## src/rtl/cc_transition_sequencer.sv

```systemverilog
// cc_transition_sequencer
// Drives the matrix background/point banks with one complete transition screen
// per accepted start: instant load or top-down row wipe, then a timed hold and
// a one-cycle completion pulse. Abort blanks the screen and returns to idle.
module cc_transition_sequencer #(
    parameter int ROWS        = 8,
    parameter int COLS        = 8,
    parameter int SEL_W       = 3,
    parameter int STEP_CYCLES = 2_500_000,
    parameter int HOLD_CYCLES = 25_000_000
) (
    input  logic                  TRANSITION_CLOCK_50,
    input  logic                  TRANSITION_RESET_InHigh,
    input  logic                  TRANSITION_START_InHigh,
    input  logic                  TRANSITION_ABORT_InHigh,
    input  logic [SEL_W-1:0]      TRANSITION_SEL,
    input  logic                  TRANSITION_MODE,
    output logic [ROWS*COLS-1:0]  TRANSITION_BACKG,
    output logic [ROWS*COLS-1:0]  TRANSITION_POINT,
    output logic                  TRANSITION_BUSY,
    output logic                  TRANSITION_DONE
);

    localparam int MAX_CYC = (STEP_CYCLES > HOLD_CYCLES) ? STEP_CYCLES : HOLD_CYCLES;
    localparam int CNT_W   = $clog2(MAX_CYC + 1);
    localparam int ROW_W   = (ROWS > 1) ? $clog2(ROWS) : 1;

    localparam logic [CNT_W-1:0] STEP_LAST = CNT_W'(STEP_CYCLES - 1);
    localparam logic [CNT_W-1:0] HOLD_LAST = CNT_W'(HOLD_CYCLES - 1);
    localparam logic [CNT_W-1:0] CNT_ZERO  = CNT_W'(32'd0);
    localparam logic [CNT_W-1:0] CNT_ONE   = CNT_W'(32'd1);
    localparam logic [ROW_W-1:0] ROW_TOP   = ROW_W'(ROWS - 1);
    localparam logic [ROW_W-1:0] ROW_ZERO  = ROW_W'(32'd0);
    localparam logic [ROW_W-1:0] ROW_ONE   = ROW_W'(32'd1);

    typedef enum logic [2:0] {
        ST_IDLE = 3'd0,
        ST_LOAD = 3'd1,
        ST_WIPE = 3'd2,
        ST_HOLD = 3'd3,
        ST_DONE = 3'd4
    } state_t;

    state_t                 state_r;
    logic [SEL_W-1:0]       sel_r;
    logic [CNT_W-1:0]       cnt_r;
    logic [ROW_W-1:0]       row_r;
    logic                   wipe_init_r;
    logic [ROWS*COLS-1:0]   backg_r;
    logic [ROWS*COLS-1:0]   point_r;
    logic                   busy_r;
    logic                   done_r;

    // Background ROM: one 8x8 picture per index, row r held in bits [r*8 +: 8].
    function automatic logic [COLS-1:0] rom_backg(input logic [SEL_W-1:0] sel, input int row);
        logic [63:0] pat_s;
        logic [7:0]  byte_s;
        case (int'(sel))
            32'sd0:  pat_s = 64'hDB00_00E0_00E0_0000;  // game-start field
            32'sd1:  pat_s = 64'h0018_3818_1818_3C00;  // digit 1
            32'sd2:  pat_s = 64'h003C_6606_0C30_7E00;  // digit 2
            32'sd3:  pat_s = 64'h003C_660C_0666_3C00;  // digit 3
            32'sd4:  pat_s = 64'h000C_1C2C_4C7E_0C00;  // digit 4
            32'sd5:  pat_s = 64'h007E_7E3C_1818_3C00;  // trophy
            default: pat_s = 64'h0000_0000_0000_0000;
        endcase
        if (row >= 32'sd0 && row < 32'sd8) begin
            byte_s = pat_s[row*32'sd8 +: 8];
        end else begin
            byte_s = 8'h00;
        end
        return COLS'(byte_s);
    endfunction

    // Player-point ROM: only the game-start field places a point (row 0).
    function automatic logic [COLS-1:0] rom_point(input logic [SEL_W-1:0] sel, input int row);
        logic [7:0] byte_s;
        if (int'(sel) == 32'sd0 && row == 32'sd0) begin
            byte_s = 8'h10;
        end else begin
            byte_s = 8'h00;
        end
        return COLS'(byte_s);
    endfunction

    // Sequencer FSM with registered frame, busy and done outputs.
    // BUSY/DONE are decoded from the state one clock late so that BUSY spans
    // the whole load/wipe/hold interval and DONE follows it without overlap.
    // The chosen mode is carried by the state itself (LOAD vs WIPE).
    always_ff @(posedge TRANSITION_CLOCK_50 or posedge TRANSITION_RESET_InHigh) begin
        if (TRANSITION_RESET_InHigh) begin
            state_r     <= ST_IDLE;
            sel_r       <= '0;
            cnt_r       <= CNT_ZERO;
            row_r       <= ROW_ZERO;
            wipe_init_r <= 1'b0;
            backg_r     <= '0;
            point_r     <= '0;
            busy_r      <= 1'b0;
            done_r      <= 1'b0;
        end else if (TRANSITION_ABORT_InHigh) begin
            state_r     <= ST_IDLE;
            cnt_r       <= CNT_ZERO;
            row_r       <= ROW_ZERO;
            wipe_init_r <= 1'b0;
            backg_r     <= '0;
            point_r     <= '0;
            busy_r      <= 1'b0;
            done_r      <= 1'b0;
        end else begin
            busy_r <= (state_r == ST_LOAD) || (state_r == ST_WIPE) || (state_r == ST_HOLD);
            done_r <= (state_r == ST_DONE);
            case (state_r)
                ST_IDLE: begin
                    if (TRANSITION_START_InHigh) begin
                        sel_r       <= TRANSITION_SEL;
                        cnt_r       <= CNT_ZERO;
                        wipe_init_r <= 1'b1;
                        state_r     <= TRANSITION_MODE ? ST_WIPE : ST_LOAD;
                    end
                end
                ST_LOAD: begin
                    for (int r = 32'sd0; r < ROWS; r++) begin
                        backg_r[r*COLS +: COLS] <= rom_backg(sel_r, r);
                        point_r[r*COLS +: COLS] <= rom_point(sel_r, r);
                    end
                    cnt_r   <= CNT_ZERO;
                    state_r <= ST_HOLD;
                end
                ST_WIPE: begin
                    if (wipe_init_r) begin
                        backg_r     <= '0;
                        point_r     <= '0;
                        row_r       <= ROW_TOP;
                        cnt_r       <= CNT_ZERO;
                        wipe_init_r <= 1'b0;
                    end else if (cnt_r == STEP_LAST) begin
                        backg_r[int'(row_r)*COLS +: COLS] <= rom_backg(sel_r, int'(row_r));
                        point_r[int'(row_r)*COLS +: COLS] <= rom_point(sel_r, int'(row_r));
                        cnt_r <= CNT_ZERO;
                        if (row_r == ROW_ZERO) begin
                            state_r <= ST_HOLD;
                        end else begin
                            row_r <= row_r - ROW_ONE;
                        end
                    end else begin
                        cnt_r <= cnt_r + CNT_ONE;
                    end
                end
                ST_HOLD: begin
                    if (cnt_r == HOLD_LAST) begin
                        cnt_r   <= CNT_ZERO;
                        state_r <= ST_DONE;
                    end else begin
                        cnt_r <= cnt_r + CNT_ONE;
                    end
                end
                ST_DONE: begin
                    state_r <= ST_IDLE;
                end
                default: begin
                    state_r <= ST_IDLE;
                end
            endcase
        end
    end

    assign TRANSITION_BACKG = backg_r;
    assign TRANSITION_POINT = point_r;
    assign TRANSITION_BUSY  = busy_r;
    assign TRANSITION_DONE  = done_r;

endmodule

```

## config.mk

```make
export PLATFORM = sky130hd
export DESIGN_NAME = cc_transition_sequencer
export DESIGN_NICKNAME = d
export VERILOG_FILES = /design/src/rtl/cc_transition_sequencer.sv
export SDC_FILE = /design/constraint.sdc
export NUM_CORES = 1
export LEC_CHECK = 0
export CAP_MARGIN = 20
export CELL_PAD_IN_SITES_DETAIL_PLACEMENT = 0
export CELL_PAD_IN_SITES_GLOBAL_PLACEMENT = 2
export CORE_ASPECT_RATIO = 0.5
export CORE_MARGIN = 3
export CORE_UTILIZATION = 31
export DETAILED_ROUTE_END_ITERATION = 8
export PLACE_DENSITY = 0.85
export SYNTH_ARGS = -nofsm -noshare
export SYNTH_HDL_FRONTEND = slang
export SYNTH_SLANG_ARGS = --single-unit
```

## constraint.sdc

```tcl
create_clock -name TRANSITION_CLOCK_50 -period 3.7 [get_ports TRANSITION_CLOCK_50]
set_input_delay 0.555 -clock TRANSITION_CLOCK_50 [delete_from_list [all_inputs] [get_ports TRANSITION_CLOCK_50]]
set_output_delay 0.555 -clock TRANSITION_CLOCK_50 [all_outputs]
set_load 0.03 [all_outputs]
```

==> results.py, run 1 <==
metrics = {
    "pwr": {
        "vdd_drop_max_v": 0.0002458,
        "power_density_nw_per_um2": 523.0,
        "power.static_leakage_nw": 3.315,
    },
    "routing": {
        "post_drt_via_cell_ratio": 5.191,
        "drt-wirelength-per-cell_um": 17.99,
        "detailedRoute.firstIterationViolations": 556,
        "antenna_violating_nets_post_route": 0,
        "first_pass_iters": 5,
        "drc_errors_left": 0,
        "total_wire_length_after_detailed_routing_mm": 18.72,
        "via_count": 5404,
    },
    "timing": {
        "finalCritPeriodShare": 0.7355,
        "fin_worst_skew_ns": 0.01046,
        "fin_worst_hold_slack_ns": 0.4826,
        "layout_setup_ws_ns": 0.9787,
        "report.final.setup_viol": 0,
        "finalHoldViolations": 0,
        "tightest_slew_ns": 1.030,
        "finalWorstPathRequiredPeriod_ns": 2.721,
        "rsz0062_at_grt": "false",
        "slew_headroom": 0.3037,
        "final_max_slew_viol_count": 0,
        "setup-tns-final_ns": 0,
        "fmaxAchievable_ghz": 0.3675,
    },
    "die": {
        "boundaryPins": 138,
        "core_area_um2": 20040,
        "fp.dieArea_um2": 22910,
        "floorplan.initialDensity": 0.3253,
        "fp_rows": 36,
        "floorplan.die.height_um": 108.6,
        "fp.dieW_um": 211.1,
    },
    "logic_synthesis": {
        "synth_top_cells_by_area": "dfrtp_1, buf_4, nor2_1",
        "post_synth_num_cell_types": 81,
        "synth_seq_area_share": 0.4183,
        "synth_top_area_frac": 0.4183,
        "post_synth.cell_area_avg_um2": 9.301,
        "synthFlopType": "dfrtp_1",
        "synth_enable_flop_cells": 0,
        "yosysWarningCount": 0,
        "synthArstFlopShare": 1.000,
        "synth_top_area_cell": "dfrtp_1",
        "synth-seq-cells": 109,
        "synthesis.area_um2": 6520,
        "synthesis.instances": 701,
    },
    "clock_tree": {
        "cts.repair_timing.setup_buffer_count": 0,
        "cts_num_sinks": 109,
        "tritoncts": "done",
        "cts-resized-gates": 0,
        "clock_insertion_delay_worst_skew_ns": 0.36,
        "max-clock-path-buffers": 2,
        "number_of_buffers_inserted_by_hold_repair_at_cts": 0,
        "cts_buffers": 9,
        "cts.htree.levels": 3,
        "cts_root_buf": "clkbuf_16",
        "clk_pin_slew_ns": 0.08,
    },
    "global_routing": {
        "grt_max_degree": 66,
        "via_count_of_the_first_global_routing_pass": 5117,
        "grt_antenna_before_repair": 1,
        "grt_usage": 0.1623,
        "grt_remaining_overflow": 0,
        "grt_pass1_wl_mm": 29.17,
    },
    "worst_setup_path": {
        "setup.worst_path.class": "reg2reg",
        "timing.critical_path.required_ns": 4.00,
        "cp_max_fo": 28,
        "path_cells": "buf_4 -> ha_1 -> nor4b_1 -> nor2b_1 -> a21oi_1 -> nor3_1 -> a21o_1",
        "critPathSlowestCell": "nor4b_1",
        "regToRegSetupSlack_ns": 0.98,
        "crit_arrival_ns": 3.02,
        "cp-end-kind": "flip-flop",
        "critical_path.startpoint_type": "flip-flop",
        "critical_path.max_stage_delay_ns": 0.85,
    },
    "final_layout": {
        "layout-area-overhead-vs-synth_pct": 17.94,
        "net_count_final": 785,
        "finalInstanceArea_um2": 7690,
        "filler_cell_count": 1986,
        "antenna_cells": 0,
        "fin_cells": 1041,
        "share_of_layout_cells_above_drive_strength_1": 0.1058,
        "mostFrequentLayoutCells": "dfrtp_1, clkdlybuf4s50_1, nor2_1",
        "commonest_non_fill_non_tap_cell_in_the_layout": "dfrtp_1",
    },
    "flow_run": {
        "timing.max_cap.violations": 0,
    },
    "placed_design": {
        "pre_cts_slack_ns": 0.8157,
        "place.gp.congestion": 0.9182,
        "number_of_buffers_added_on_ports": 81,
        "detailed_place_hpwl_mm": 13.43,
        "dpl.cell_count": 1025,
        "postPlaceCellArea_um2": 7386,
    },
    "worst_hold_path": {
        "timing.hold.worst.class": "reg2reg",
    },
    "outcome": {
        "outcome": "finished, final reports clean",
    },
}
registers in the layout (all words and copies together) (netlist names):
register / cells
TRANSITION_BACKG: 64
TRANSITION_BUSY: 1
TRANSITION_DONE: 1
TRANSITION_POINT: 8
cnt_r: 25
row_r: 3
sel_r: 3
state_r: 3
wipe_init_r: 1
through the flow:
step | utilization | power, W
6_report | 0.3836 | 0.004022
5_1_grt | 0.3836 | 0.004236
3_3_place_gp | 0.3685 | 0.003018
2_1_floorplan | - | 0.002540
4_1_cts | 0.3833 | 0.004048
3_5_place_dp | 0.3685 | 0.003029
logic make-up after synthesis:
group,after synthesis,synth area share
adder cells (fa/ha/maj),6,0.01151
AND/OR/NAND/NOR,273,0.2295
buffers and inverters,109,0.1067
flip-flops,109,0.4183
other,1,0.0005752
XOR/XNOR,20,0.02687
multiplexers,10,0.01765
AO/OA/AOI/OAI,173,0.1888
final timing paths:
check | cells after the start | endpoint | startpoint
max | 7 | TRANSITION_BACKG[63]$_DFFE_PP0P_ | row_r[0]$_DFFE_PP0P_
min | 1 | TRANSITION_BACKG[63]$_DFFE_PP0P_ | TRANSITION_BACKG[63]$_DFFE_PP0P_
max reg2reg | 7 | TRANSITION_BACKG[63]$_DFFE_PP0P_ | row_r[0]$_DFFE_PP0P_
min reg2reg | 1 | TRANSITION_BACKG[63]$_DFFE_PP0P_ | TRANSITION_BACKG[63]$_DFFE_PP0P_
max in group asynchronous | 3 | TRANSITION_BACKG[21]$_DFFE_PP0P_ | TRANSITION_RESET_InHigh
min in group asynchronous | 2 | cnt_r[3]$_DFFE_PP0P_ | TRANSITION_RESET_InHigh
critical path: cells and delay by family (launching register included):
kind / cells / cell delay (ns)
and+or+nand+nor: 3 / 1.53
AOI/OAI and AO/OA: 2 / 0.25
DFF: 1 / 0.35
adders and majority gates: 1 / 0.25
buffers and inverters: 1 / 0.28
power breakdown:
group	internal [W]	switching, W
clock	0.000530	0.000478
combinational	0.000547	0.000989
sequential	0.00132	0.000153
synth_stat cells (4+ instances only):
| library cell | n |
|---|---|
| a21o_1 | 7 |
| a21oi_1 | 16 |
| a22o_1 | 23 |
| a22o_2 | 5 |
| a31oi_1 | 13 |
| and2_1 | 23 |
| and3_1 | 14 |
| buf_2 | 8 |
| buf_4 | 58 |
| clkbuf_1 | 23 |
| dfrtp_1 | 109 |
| ha_1 | 6 |
| inv_1 | 13 |
| mux2_2 | 8 |
| nand2_1 | 47 |
| nand2b_1 | 10 |
| nand3_1 | 24 |
| nand4_1 | 11 |
| nor2_1 | 72 |
| nor2b_1 | 14 |
| nor3_1 | 12 |
| nor4b_1 | 4 |
| o21ai_0 | 53 |
| o31ai_1 | 13 |
| o41ai_1 | 4 |
| or2_2 | 6 |
| xnor2_1 | 4 |
| xor2_1 | 16 |
metal layers:
layer / track usage / wire [µm]
met4: 0.03532 / 190
met1: 0.2370 / 8883
met5: 0 / 13
met2: 0.2477 / 8425
met3: 0.03420 / 1211
final cells by class:
class / count / area (µm²) / area share
Clock buffer: 9 / 225.2 / 0.02929
Clock inverter: 6 / 71.32 / 0.009274
Inverter: 13 / 51.30 / 0.006671
Multi-Input combinational cell: 538 / 3316 / 0.4312
Sequential cell: 109 / 2728 / 0.3547
Tap cell: 266 / 332.8 / 0.04328
Timing Repair Buffer: 100 / 965.9 / 0.1256
Power figures use the tool's default switching activity.
==> run 2: changes to the inputs <==
==> constraint.sdc (replaced) <==
create_clock -name TRANSITION_CLOCK_50 -period 2.6 [get_ports TRANSITION_CLOCK_50]
set_input_delay 0.39 -clock TRANSITION_CLOCK_50 [delete_from_list [all_inputs] [get_ports TRANSITION_CLOCK_50]]
set_output_delay 0.39 -clock TRANSITION_CLOCK_50 [all_outputs]
set_load 0.03 [all_outputs]
==> run 2 against run 1 <==
Clock power is 41% higher. Worst setup slack worse by 0.90 ns. Non-clock buffer count is 49 higher. Largest power group unchanged. Highest routed layer is now met4.
==> results.py, run 2 (synthesis results as in run 1) <==
metrics = {
    "worst_setup_path": {
        "crit_arrival_ns": 2.76,
        "critical_path.startpoint_type": "flip-flop",
        "timing.critical_path.required_ns": 2.84,
        "cp-end-kind": "flip-flop",
        "critical_path.max_stage_delay_ns": 0.54,
        "setup.worst_path.class": "reg2reg",
        "critPathSlowestCell": "or4b_1",
        "path_cells": "or4b_1 -> or3_4 -> nor3_4 -> a31oi_2 -> mux2_4",
        "cp_max_fo": 12,
    },
    "routing": {
        "via_count": 5569,
        "detailedRoute.firstIterationViolations": 389,
        "drc_errors_left": 0,
        "first_pass_iters": 5,
        "total_wire_length_after_detailed_routing_mm": 18.99,
        "drt-wirelength-per-cell_um": 17.41,
        "antenna_violating_nets_post_route": 0,
        "post_drt_via_cell_ratio": 5.104,
    },
    "clock_tree": {
        "max-clock-path-buffers": 2,
        "clk_pin_slew_ns": 0.07,
        "clock_insertion_delay_worst_skew_ns": 0.35,
        "cts.htree.levels": 3,
        "tritoncts": "done",
        "cts_num_sinks": 109,
        "cts_root_buf": "clkbuf_16",
        "cts_buffers": 9,
        "cts.repair_timing.setup_buffer_count": 0,
    },
    "worst_hold_path": {
        "timing.hold.worst.class": "reg2reg",
    },
    "timing": {
        "finalHoldViolations": 0,
        "fin_worst_skew_ns": 0.01012,
        "fmaxAchievable_ghz": 0.3973,
        "tightest_slew_ns": 0.7126,
        "fin_worst_hold_slack_ns": 0.4803,
        "final_max_slew_viol_count": 0,
        "slew_headroom": 0.5240,
        "setup-tns-final_ns": 0,
        "finalCritPeriodShare": 0.9682,
        "finalWorstPathRequiredPeriod_ns": 2.517,
        "rsz0062_at_grt": "true",
        "report.final.setup_viol": 0,
    },
    "die": {
        "floorplan.initialDensity": 0.3253,
        "core_area_um2": 20040,
        "fp.dieArea_um2": 22910,
        "fp.dieW_um": 211.1,
        "floorplan.die.height_um": 108.6,
        "boundaryPins": 138,
        "fp_rows": 36,
    },
    "placed_design": {
        "place.gp.congestion": 0.9387,
        "number_of_buffers_added_on_ports": 81,
        "dpl.cell_count": 1075,
        "detailed_place_hpwl_mm": 14.44,
    },
    "final_layout": {
        "share_of_layout_cells_above_drive_strength_1": 0.1600,
        "net_count_final": 834,
        "largest_register_ff_count": 64,
        "post-route-util": 0.4037,
        "commonest_non_fill_non_tap_cell_in_the_layout": "dfrtp_1",
        "layout-area-overhead-vs-synth_pct": 24.12,
        "mostFrequentLayoutCells": "dfrtp_1, clkdlybuf4s50_1, nor2_1",
        "fin_cells": 1091,
        "antenna_cells": 0,
    },
    "global_routing": {
        "via_count_of_the_first_global_routing_pass": 5255,
        "grt_pass1_wl_mm": 30.39,
        "grt_usage": 0.1677,
        "grt_antenna_before_repair": 0,
        "grt_remaining_overflow": 0,
        "grt_max_degree": 45,
    },
    "flow_run": {
        "timing.max_cap.violations": 0,
    },
    "pwr": {
        "total_power_w": 0.005938,
        "power_density_nw_per_um2": 733.7,
        "vdd_drop_max_v": 0.0002916,
        "power.static_leakage_nw": 3.567,
    },
    "outcome": {
        "outcome": "finished, final reports clean",
    },
}
## run 2: changes by cell type in the layout (fill, tap and decap cells not counted), sizes merged
cell and change:
buf +49, clkbuf +1, clkinvlp +1, inv -1
## run 2: worst max-delay path, delay by kind of cell, from the launching register on
kind / cells / cell delay (ns)
AOI/OAI and AO/OA: 1 / 0.33
and+or+nand+nor: 3 / 1.30
DFF: 1 / 0.41
muxes: 1 / 0.37
## run 2: through the flow
step                worst slack, ns  instance area (µm²)
finish                      0.08270                 8093
global route               -0.02267                 8093
CTS                         0.08901                 8088
detailed placement          0.09944                 7780
global placement             0.1710                 7780
floorplan                   0.08623                 6730
## run 2: path summary, 6_finish.rpt
check	startpoint	end	slack, ns	cells past startpoint
worst max-delay path	cnt_r[5]$_DFFE_PP0P_	TRANSITION_BACKG[25]$_DFFE_PP0P_	0.08	5
worst min-delay path	TRANSITION_POINT[4]$_DFFE_PP0P_	TRANSITION_POINT[4]$_DFFE_PP0P_	0.48	2
worst max register to register	cnt_r[5]$_DFFE_PP0P_	TRANSITION_BACKG[25]$_DFFE_PP0P_	0.08	5
worst min register to register	TRANSITION_POINT[4]$_DFFE_PP0P_	TRANSITION_POINT[4]$_DFFE_PP0P_	0.48	2
max in group asynchronous	TRANSITION_RESET_InHigh	TRANSITION_POINT[4]$_DFFE_PP0P_	1.44	3
min in group asynchronous	TRANSITION_RESET_InHigh	cnt_r[11]$_DFFE_PP0P_	0.49	2
## run 2: per-layer routing
metal | routed length [µm] | vias up | track usage
met4 | 230 | 0 | 0.03007
met2 | 8539 | 168 | 0.2635
met3 | 1002 | 14 | 0.03101
met1 | 9220 | 2752 | 0.2440
met5 | 0 | - | 0
li1 | - | 2635 | -
## run 2: repair_timing
action	CTS	global route
endpoints found under the setup margin	0	7
gates resized for setup	0	1
hold buffers	0	0
## run 2: area by class of cell
cell class                 count  area (µm²)
tap                          266       332.8
timing repair buffer         149        1359
inverter                      13       52.55
sequential                   109        2728
multi-input combinational    538        3313
clock buffer                  10       239.0
fill                        1976       11950
clock inverter                 6       68.82
## run 2: where the power goes
| part | leakage [nW] | switching (W) | internal, W |
|---|---|---|---|
| combinational | 1.94 | 0.00152 | 0.000943 |
| clock | 0.149 | 0.000644 | 0.000781 |
| sequential | 1.48 | 0.000159 | 0.00189 |
| total | 3.57 | 0.00233 | 0.00361 |
==> RTL edit (flow settings as in run 1) <==
Compare `cnt_r` against `STEP_LAST` with >= in place of ==.
--- a/src/rtl/cc_transition_sequencer.sv
+++ b/src/rtl/cc_transition_sequencer.sv
@@ -134,7 +134,7 @@
                         row_r       <= ROW_TOP;
                         cnt_r       <= CNT_ZERO;
                         wipe_init_r <= 1'b0;
-                    end else if (cnt_r == STEP_LAST) begin
+                    end else if (cnt_r >= STEP_LAST) begin
                         backg_r[int'(row_r)*COLS +: COLS] <= rom_backg(sel_r, int'(row_r));
                         point_r[int'(row_r)*COLS +: COLS] <= rom_point(sel_r, int'(row_r));
                         cnt_r <= CNT_ZERO;
Formal check against the unedited RTL: same outputs for any inputs over 4 cycles, from zero or initial values and one cycle with TRANSITION_RESET_InHigh high; that may be too few to reach the edited logic, so the function may still have changed.
==> RTL edit against run 1 <==
Maximum frequency is 5.1% lower. Setup slack worse by 0.15 ns. Critical path depth is 1 higher. Sequential cell count stayed put. Critical path type unchanged. Combinational power is 10% lower. Power is 6.6% lower. Die area is 0.29% higher. Final area is 0.34% higher. Clock skew is 0.0032 ns lower. Synthesized area is 0.31% higher. Count of clock-buffer cells in the layout is 1 higher. Routed wire length is 0.97% higher. Utilization hardly changed. Synthesized cell count is 1.4% lower.
==> RTL edit: results (changes against run 1) <==
PATH_DELAY_FAMILY='compound AO/OA/AOI/OAI gates'  # was simple AND/OR/NAND/NOR gates
POST_SYNTH_XOR_AREA_FRACTION_PCT=1.07  # was 2.69%
CLK_TRANSITION_REPORTED_PATHS_NS=0.08  # about the same
GLOBAL_ROUTE.USAGE.TOTAL_PCT=16.3  # was 16.2%
INITIALDRTVIOLATIONCOUNT=421  # was 556
SYNTH.CELLS.MOST_FREQUENT='sky130_fd_sc_hd__dfrtp_1, sky130_fd_sc_hd__buf_4, sky130_fd_sc_hd__nand2_1'  # was sky130_fd_sc_hd__dfrtp_1, sky130_fd_sc_hd__nor2_1, sky130_fd_sc_hd__buf_4
WORST_SETUP_SLACK_AFTER_LAYOUT_NS=0.832  # was 0.979 ns
WORST_CLOCK_SKEW_NS=0.00726  # was 0.0105 ns
DETAILEDROUTE.FIRSTPASSITERATIONCOUNT=5  # unchanged
CELL_AREA_AFTER_PLACEMENT_MM2=0.00743  # was 0.00739 mm²
SLOWEST_STAGE='sky130_fd_sc_hd__nor4bb_1'  # was sky130_fd_sc_hd__nor4b_1
POST_SYNTHESIS_SEQUENTIAL_AREA_RATIO_PCT=41.7  # was 41.8%
TIMING.HOLD.WORST_ENDPOINT='TRANSITION_BACKG[56]$_DFFE_PP0P_'  # was TRANSITION_BACKG[63]$_DFFE_PP0P_
FINAL_CELLS=1031  # was 1,041
SYNTH_CELL_TYPES=79  # was 81
FINAL_LAYOUT_SIZE_SUFFIX_GT1_SHARE_PCT=11.6  # was 10.6%
YOSYS.AREA_SHARE.ADDER_PCT=0.727  # was 1.15%
GRT_PASS1_WL_MM=29.6  # was 29.2 mm
WORST_EP_ARRIVAL_TIME_NS=3.12  # was 3.02 ns
SYNTH_COMPOUND_GATE_AREA_SHARE_PCT=22.2  # was 18.9%
VIAS_PER_CELL=5.44  # was 5.19
FILL_CELLS=2030  # was 1,986
DP_HPWL_MM=14.1  # was 13.4 mm
GRT_PASS1_VIAS=5254  # was 5,117
RUN_STATUS='finished, final reports clean'  # unchanged
WORST_HOLD_SLACK_NS=0.482  # was 0.483 ns
ANTENNA_VIOLATIONS_BEFORE_REPAIR=0  # was 1
SYNTHESIZED_INSTANCE_COUNT=691  # was 701
ROUTED_WL_MM=18.9  # was 18.7 mm
LARGEST_NET_DEGREE_AT_THE_START_OF_GLOBAL_ROUTING=68  # was 66
MIN-DELAY-START='TRANSITION_BACKG[56]$_DFFE_PP0P_'  # was TRANSITION_BACKG[63]$_DFFE_PP0P_
CRITPATHCAPTURE='TRANSITION_BACKG[35]$_DFFE_PP0P_'  # was TRANSITION_BACKG[63]$_DFFE_PP0P_
NUMBER_OF_CELLS_AFTER_DETAILED_PLACEMENT=1015  # was 1,025
SLEW-LIMIT-HEADROOM_PCT=37.3  # was 30.4%
WORSTPATHMAXFANOUT=12  # was 28
NETS=771  # was 785
WORSTREGTOREGCELLS=8  # was 7
## RTL edit: cell types whose count changed in the layout (fill, tap and decap cells not counted), moves of 15 or more
cell	delta
sky130_fd_sc_hd__o21ai_0	-30
sky130_fd_sc_hd__a22o_1	-15
sky130_fd_sc_hd__nor2_1	-29
sky130_fd_sc_hd__o211ai_1	+20
## RTL edit: cells by family after synthesis
logic type      count (synthesis)
simple gates                  244
mux                            22
other cells                     1
compound gates                191
buf+inv                       112
flops                         109
xor+xnor                        8
fa+ha+maj                       4
## RTL edit: worst reg2reg max path: cells and delay by family (launching register included)
family / cells / cell delay [ns]
AO/OA/AOI/OAI: 3 / 0.99
AND/OR/NAND/NOR: 2 / 0.76
adder cells (fa/ha/maj): 2 / 0.54
flip-flops: 1 / 0.35
buffers and inverters: 1 / 0.11
## RTL edit: area by class of cell
cell class	count	share of cell area [%]
multi-input combinational	525	43.3
tap	266	4.31
timing repair buffer	100	12.6
inverter	15	0.762
clock inverter	6	0.600
sequential	109	35.3
clock buffer	10	3.10
## RTL edit: power by group
part,total [mW],switching [mW],internal [mW]
sequential,1.43,0.112,1.31
clock,0.947,0.467,0.481
combinational,1.38,0.901,0.483
## RTL edit: layer usage
layer / wire, µm / share of wire (%) / track usage (%)
met5: 0 / 0 / 0
met4: 309 / 1.6 / 4.53
met3: 1060 / 5.6 / 3.19
met2: 8820 / 47 / 26.0
met1: 8720 / 46 / 22.7
